**config.mk**
```make
export PLATFORM = sky130hd
export DESIGN_NAME = uart_rx
export DESIGN_NICKNAME = d
export VERILOG_FILES = /design/src/rtl/uart_pkg.sv /design/src/rtl/uart_sync2.sv /design/src/rtl/uart_rx.sv
export SDC_FILE = /design/constraint.sdc
export NUM_CORES = 1
export LEC_CHECK = 0
export ABC_CLOCK_PERIOD_IN_PS = 2700
export CAP_MARGIN = 20
export CORE_ASPECT_RATIO = 0.6
export CORE_MARGIN = 2
export CORE_UTILIZATION = 58
export DETAILED_ROUTE_END_ITERATION = 8
export PLACE_DENSITY = 0.85
export SLEW_MARGIN = 20
export SYNTH_ARGS = -nofsm -noshare
export SYNTH_HDL_FRONTEND = slang
export SYNTH_SLANG_ARGS = --single-unit
```
**constraint.sdc**
```tcl
create_clock -name clk -period 2.7 [get_ports clk]
set_input_delay 0.27 -clock clk [delete_from_list [all_inputs] [get_ports clk]]
set_output_delay 0.27 -clock clk [all_outputs]
set_load 0.005 [all_outputs]
```
**src/rtl/uart_pkg.sv**
```systemverilog
// Shared UART types and defaults for the receiver and transmitter.
`timescale 1ns/1ps
package uart_pkg;

  typedef enum logic [2:0] {
    IDLE,
    START,
    DATA,
    PARITY,
    STOP
  } rx_state_t;

  localparam int UART_DATA_W     = 8;
  localparam int UART_OVERSAMPLE = 16;

endpackage

```
**src/rtl/uart_sync2.sv**
```systemverilog
// Two-flop synchroniser for an asynchronous single-bit input.
`timescale 1ns/1ps
module uart_sync2 #(
  parameter logic RST_VAL = 1'b1
) (
  input  logic clk,
  input  logic rst,
  input  logic d,
  output logic q
);

  logic [1:0] ff_q;
  logic [1:0] ff_d;

  always_comb begin
    ff_d = {ff_q[0], d};
  end

  always_ff @(posedge clk or negedge rst) begin
    if (!rst) begin
      ff_q <= {2{RST_VAL}};
    end else begin
      ff_q <= ff_d;
    end
  end

  assign q = ff_q[1];

endmodule

```
**src/rtl/uart_rx.sv**
```systemverilog
// Oversampled UART receiver with valid/ready output and error flags.
// Define UART_RX_PARITY_EN to add a parity bit between data and stop.
`timescale 1ns/1ps
module uart_rx
  import uart_pkg::*;
#(
  parameter int DATA_W     = UART_DATA_W,
  parameter int OVERSAMPLE = UART_OVERSAMPLE,
  parameter int PARITY_ODD = 0
) (
  input  logic              clk,
  input  logic              rst,
  input  logic              sample_tick,
  input  logic              rx_in,
  input  logic              rx_ready,
  output logic [DATA_W-1:0] rx_data,
  output logic              rx_valid,
  output logic              framing_err,
  output logic              parity_err,
  output logic              overrun_err,
  output logic              busy
);

  localparam int CNT_W = $clog2(OVERSAMPLE);
  localparam int IDX_W = $clog2(DATA_W + 1);

  localparam logic [CNT_W-1:0] HALF = CNT_W'(OVERSAMPLE / 2 - 1);
  localparam logic [CNT_W-1:0] FULL = CNT_W'(OVERSAMPLE - 1);
  localparam logic [IDX_W-1:0] LAST = IDX_W'(DATA_W - 1);

  logic rx_s;

  rx_state_t         state_q, state_d;
  logic [CNT_W-1:0]  cnt_q, cnt_d;
  logic [IDX_W-1:0]  idx_q, idx_d;
  logic [DATA_W-1:0] shift_q, shift_d;
  logic [DATA_W-1:0] data_q, data_d;
  logic              valid_q, valid_d;
  logic              fe_q, fe_d;
  logic              ovr_q, ovr_d;
`ifdef UART_RX_PARITY_EN
  localparam logic PODD = 1'(PARITY_ODD);
  logic              pmis_q, pmis_d;
  logic              pe_q, pe_d;
`endif

  uart_sync2 #(
    .RST_VAL(1'b1)
  ) u_sync (
    .clk(clk),
    .rst(rst),
    .d  (rx_in),
    .q  (rx_s)
  );

  always_comb begin
    state_d = state_q;
    cnt_d   = cnt_q;
    idx_d   = idx_q;
    shift_d = shift_q;
    data_d  = data_q;
    valid_d = valid_q;
    fe_d    = fe_q;
    ovr_d   = 1'b0;
`ifdef UART_RX_PARITY_EN
    pmis_d  = pmis_q;
    pe_d    = pe_q;
`endif
    if (valid_q && rx_ready) begin
      valid_d = 1'b0;
    end
    if (sample_tick) begin
      case (state_q)
        IDLE: begin
          if (!rx_s) begin
            state_d = START;
            cnt_d   = '0;
          end
        end
        START: begin
          if (cnt_q == HALF) begin
            if (!rx_s) begin
              state_d = DATA;
              cnt_d   = '0;
              idx_d   = '0;
            end else begin
              state_d = IDLE;
            end
          end else begin
            cnt_d = cnt_q + 1'b1;
          end
        end
        DATA: begin
          if (cnt_q == FULL) begin
            cnt_d   = '0;
            shift_d = {rx_s, shift_q[DATA_W-1:1]};
            idx_d   = idx_q + 1'b1;
            if (idx_q == LAST) begin
`ifdef UART_RX_PARITY_EN
              state_d = PARITY;
`else
              state_d = STOP;
`endif
            end
          end else begin
            cnt_d = cnt_q + 1'b1;
          end
        end
`ifdef UART_RX_PARITY_EN
        PARITY: begin
          if (cnt_q == FULL) begin
            cnt_d   = '0;
            pmis_d  = rx_s ^ (^shift_q) ^ PODD;
            state_d = STOP;
          end else begin
            cnt_d = cnt_q + 1'b1;
          end
        end
`endif
        STOP: begin
          if (cnt_q == FULL) begin
            // A pending frame not taken this cycle is lost.
            ovr_d   = valid_q && !rx_ready;
            data_d  = shift_q;
            fe_d    = ~rx_s;
`ifdef UART_RX_PARITY_EN
            pe_d    = pmis_q;
`endif
            valid_d = 1'b1;
            state_d = IDLE;
          end else begin
            cnt_d = cnt_q + 1'b1;
          end
        end
        default: state_d = IDLE;
      endcase
    end
  end

  always_ff @(posedge clk or negedge rst) begin
    if (!rst) begin
      state_q <= IDLE;
      cnt_q   <= '0;
      idx_q   <= '0;
      shift_q <= '0;
      data_q  <= '0;
      valid_q <= 1'b0;
      fe_q    <= 1'b0;
      ovr_q   <= 1'b0;
`ifdef UART_RX_PARITY_EN
      pmis_q  <= 1'b0;
      pe_q    <= 1'b0;
`endif
    end else begin
      state_q <= state_d;
      cnt_q   <= cnt_d;
      idx_q   <= idx_d;
      shift_q <= shift_d;
      data_q  <= data_d;
      valid_q <= valid_d;
      fe_q    <= fe_d;
      ovr_q   <= ovr_d;
`ifdef UART_RX_PARITY_EN
      pmis_q  <= pmis_d;
      pe_q    <= pe_d;
`endif
    end
  end

  assign rx_data     = data_q;
  assign rx_valid    = valid_q;
  assign framing_err = fe_q;
  assign overrun_err = ovr_q;
  assign busy        = (state_q != IDLE);
`ifdef UART_RX_PARITY_EN
  assign parity_err  = pe_q;
`else
  assign parity_err  = 1'b0;
`endif

endmodule
```
After elaboration in Yosys (flattened, before gate mapping):

Index checks and enable logic that the tools add are counted.

* reduce and logical (&&, ||, !) cells: 12
* bitwise logic cells: 1
* $add $sub $neg: 2
* mux-type cells: 23
* equal/unequal tests: 13

Operators by type and width (count)
* $mux 4: 7
* $pmux 4 s4: 1
* $mux 3: 5
* $ne 2x2->1 const B: 7
* $pmux 3 s4: 1
* $reduce_and 3->1: 3
* $add 4x1->4 const B: 2
* $eq 4x3->1 const B: 2
* $pmux 4 s2: 1
* $mux 1: 7
* $reduce_and 6->1: 1
* $reduce_and 5->1: 1
* $eq 4x4->1 const B: 1
* $reduce_bool 4->1: 1
* $eq 3x1->1 const B: 1
* $eq 3x2->1 const B: 1
* $eq 3x3->1 const B: 1
* $logic_not 3->1: 1
* $reduce_bool 3->1: 1
* $logic_and 1x1->1: 2
* $mux 2: 1
* $reduce_bool 2->1: 1
* $logic_not 1->1: 1
* $not 1->1: 1

* input port bits: 5
* output and inout port bits: 13
* logic and storage cells: 60
* register bits: 32

Longest topological paths before layout:

* depth after elaboration: 5
* mapped depth: 7
* mapped depth without buffers: 5

Modules after synthesis:

A second synthesis with hierarchy kept.

* cell total of the unflattened synthesis: 133
* area, all modules: 1516.5 um^2

By module, submodules not included
* uart_rx: seq. area each 750.7 um^2, instances 1, area each 1463.9 um^2, cells each 131
* uart_sync2: seq. area each 52.6 um^2, instances 1, area each 52.6 um^2, cells each 2

Worst setup path before layout:

OpenSTA, ideal clock, no wires.

* kind: register to register
* from: register cnt_q[0]
* to: register data_q[1], in the netlist rx_data[1]
* buffers on the path: 2
* period minus slack after synthesis: 1.791 ns
* arrival time: 1.666 ns
* path slack: 0.909 ns
* stages on the path, launching flop included: 8
* required time: 2.575 ns
* library setup time: 0.125 ns
* cell sequence: dfrtp_1 -> ha_1 -> and3_1 -> buf_2 -> nand2_1 -> nor3_1 -> buf_4 -> mux2_2

* cells in the longest elaborated chain, start to end: 2

Ends and longest elaborated chain
* start: declaration: RTL line uart_rx.sv:34 `logic [CNT_W-1:0] cnt_q, cnt_d;`
* start signal: assignment: RTL line uart_rx.sv:156 `cnt_q <= cnt_d;`
* $eq 4x4->1: RTL line uart_rx.sv:121 `if (cnt_q == FULL) begin`
* $reduce_and 3->1 (no source line)
* end signal: assignment: RTL line uart_rx.sv:159 `data_q <= data_d;`
* end: declaration: RTL line uart_rx.sv:37 `logic [DATA_W-1:0] data_q, data_d;`

Every way passes these cells.
A chain may end at the register's enable or synchronous reset.

Final worst setup path:

* from: register state_q[1]
* to: register shift_q[2]

* cells in the longest elaborated chain, start to end: 2

Ends and longest elaborated chain
* start: declaration: RTL line uart_rx.sv:33 `rx_state_t state_q, state_d;`
* start signal: assignment: RTL line uart_rx.sv:155 `state_q <= state_d;`
* $eq 3x2->1: RTL line uart_rx.sv:73 `case (state_q)`
* $reduce_and 3->1 (no source line)
* end signal: assignment: RTL line uart_rx.sv:158 `shift_q <= shift_d;`
* end: declaration: RTL line uart_rx.sv:36 `logic [DATA_W-1:0] shift_q, shift_d;`

Every way passes these cells.

==> impl_metrics.ini <==
[routing]
drt_first_pass_iters = 4
vias_per_cell = 6.07
drc = 0
wl_met1_um = 1440
route.met2.wl_um = 1460
post_drt_wl_per_cell_um = 16.9
wl_um = 3100
drt-initial-drc-count = 85
vias = 1111
dr.max_layer_used = met4
wl_met3_um = 172
ant_nets = 0

[synth]
synth_top_family_by_area = multiplexers
syn_nets = 140
syn_area_um2 = 1540
synthAdderAreaFrac_pct = 1.63
synth_flop_cell = dfrtp_1
synth_compound_area_share_pct = 12.4
synth_most_common_cell = dfrtp_1
synth_xor_area_share_pct = 1.14
synth_edf_count = 0
yosysWarnings = 0
synth_top_area_cell = dfrtp_1
synth.lib_cells_used.distinct = 45
ys_async_sr_fraction_pct = 100
synthTopCellsByCount = dfrtp_1, mux2_2, inv_1, nor2_1
synthMuxAreaShare_pct = 13.9
yosys.area_share.simple_pct = 13.1
synth_seq_cells = 32
yosysTopAreaCellShare_pct = 48.8
synthTopCellsByArea = dfrtp_1, mux2_2, dfstp_2
synth_area_per_cell_um2 = 11.6
synthCells = 133
synth-seq-area-share_pct = 52.2

[pwr]
leakagePower_nw = 0.866
power_switching_uw = 401
p_per_area_nw_per_um2 = 706
seqPwrFrac_pct = 48.6
netSwitchingFraction_pct = 31.6
p_clk_share_pct = 29.6
p_int_uw = 867
peakVddDrop_mv = 0.613
pwr-share-comb_pct = 21.8

[timing]
slew-limit-headroom_pct = 63.9
setup_tns_ps = 0
fin_crit_ps = 2030
hold_ws_ps = 360
maxSlewViolCount = 0
rsz0062_at_grt = false
finClkSkew_ps = 7.42
fmax_mhz = 491
finalHoldViolCount = 0
max_slew.worst_pin.slew_ps = 542
setup_viol = 0
fin_crit_sh_pct = 75.4

[clock_network]
cts-root-buf = clkbuf_8
postCtsSetupRepairBufs = 0
clock_latency_ps = 280
cts-buffers-inserted = 5
cts_hold_buf = 0
clkTransAtPathRegs_ps = 60
cts_tree = done
htreeDepth = 2
clock_path_buffers = 2
post_cts_resized = 0
cts_sinks = 32

[critical_path]
worstSetupPathType = reg2reg
timing.rr.start = state_q[1]$_DFFE_PN0P_
critPathRequiredTime_ps = 2860
r2r_slack_ps = 670
cp-end-kind = flip-flop
cp_max_fo = 11
r2r_end = shift_q[2]$_DFFE_PN0P_
worstRegToRegCells = 4
critPathArrivalTime_ps = 2200
critPathLaunchType = flip-flop

[hold_path]
hp-start = u_sync.ff_q[0]$_DFF_PN1_
min_to = u_sync.ff_q[1]$_DFF_PN1_
worstHoldPathType = reg2reg
whs_path_depth = 0

[placement]
routabilityCongestion = 0.902
numPortBuffers = 16
hpwl_um = 2150
placed_area_um2 = 1700

[die]
die_h_um = 43.9
coreArea_um2 = 2500
die_width_um = 70.5
start_util_pct = 61.4
ios = 18
die_area_um2 = 3090
fp-row-count = 14

[layout]
antennaDiodeCount = 0
area_growth_pct = 16.8
drive_gt1_share_pct = 19.9
nNetsFinal = 157
post-route-util_pct = 71.7
final_area_um2 = 1800

[global_routing]
antenna_found_initial = 0
grt_pass1_wl_um = 5210
grt_pass1_vias = 1067
grt_max_degree = 33
globalRoute.totalOverflow = 0
grt_usage_pct = 22.6

[run_status]
status = finished clean

[job]
drv_cap = 0
==> logic make-up after synthesis <==
logic type / count (synthesis)
and+or+nand+nor: 34
adders and majority gates: 2
AOI/OAI and AO/OA: 26
xor gates and xnor gates: 2
DFF: 32
other: 1
buffers and inverters: 17
muxes: 19
==> routing by layer <==
layer,track usage (%),vias up
met1,31.5,561
met2,33.8,34
met5,0,-
li1,-,511
met3,7.44,5
met4,8.08,0
==> placed cells by master (no fill, tap or decap), types with 4 or more instances in the layout <==
cell type and count:
dfrtp_1 30, mux2_2 16, clkdlybuf4s50_1 16, inv_1 9, nor2_1 7, clkbuf_8 6
and3_1 4, nor3_1 4, o21ai_0 4, nand3_1 4
==> flip-flops by register name, indices dropped and copies added (netlist names) <==
signal / count
framing_err: 1
u_sync.ff_q: 2
rx_data: 8
rx_valid: 1
cnt_q: 4
idx_q: 4
overrun_err: 1
state_q: 3
shift_q: 8
==> area by class of cell <==
type	count	area, um2
Tap cell	32	40.0
Clock inverter	2	10.0
Timing Repair Buffer	18	175
Multi-Input combinational cell	84	652
Inverter	9	33.8
Clock buffer	6	82.6
Fill cell	181	708
Sequential cell	32	803
==> critical path: stages (launching register included) <==
cell     delay, ps
dfrtp_1        520
or2b_1         340
nor2_1         230
and3_1         440
mux2_2         390
==> metrics by stage <==
step / power (mW) / cells / setup WS (ps)
floorplan: 0.813 / 133 / 909
global placement: 0.873 / 175 / 741
detailed placement: 0.894 / 175 / 625
CTS: 1.27 / 183 / 682
global route: 1.35 / 183 / 491
finish: 1.27 / 183 / 665
==> power groups by stage <==
stage	clock, mW	combinational [mW]	sequential [mW]
after floorplan	0	0.243	0.570
after global placement	0	0.260	0.613
after detailed placement	0	0.273	0.620
after CTS	0.380	0.276	0.614
after global routing	0.408	0.312	0.627
final	0.376	0.276	0.616
==> worst max path at each step <==
stage,startpoint,end,depth (start not counted)
finish,state_q[1]$_DFFE_PN0P_,shift_q[2]$_DFFE_PN0P_,4
global route,cnt_q[0]$_DFFE_PN0P_,rx_data[0]$_DFFE_PN0P_,6
floorplan,cnt_q[0]$_DFFE_PN0P_,rx_data[1]$_DFFE_PN0P_,7
CTS,state_q[0]$_DFFE_PN0P_,busy,3
global placement,sample_tick,rx_data[3]$_DFFE_PN0P_,5
detailed placement,sample_tick,rx_data[0]$_DFFE_PN0P_,5
No activity file was read; power rests on OpenSTA's default activity.
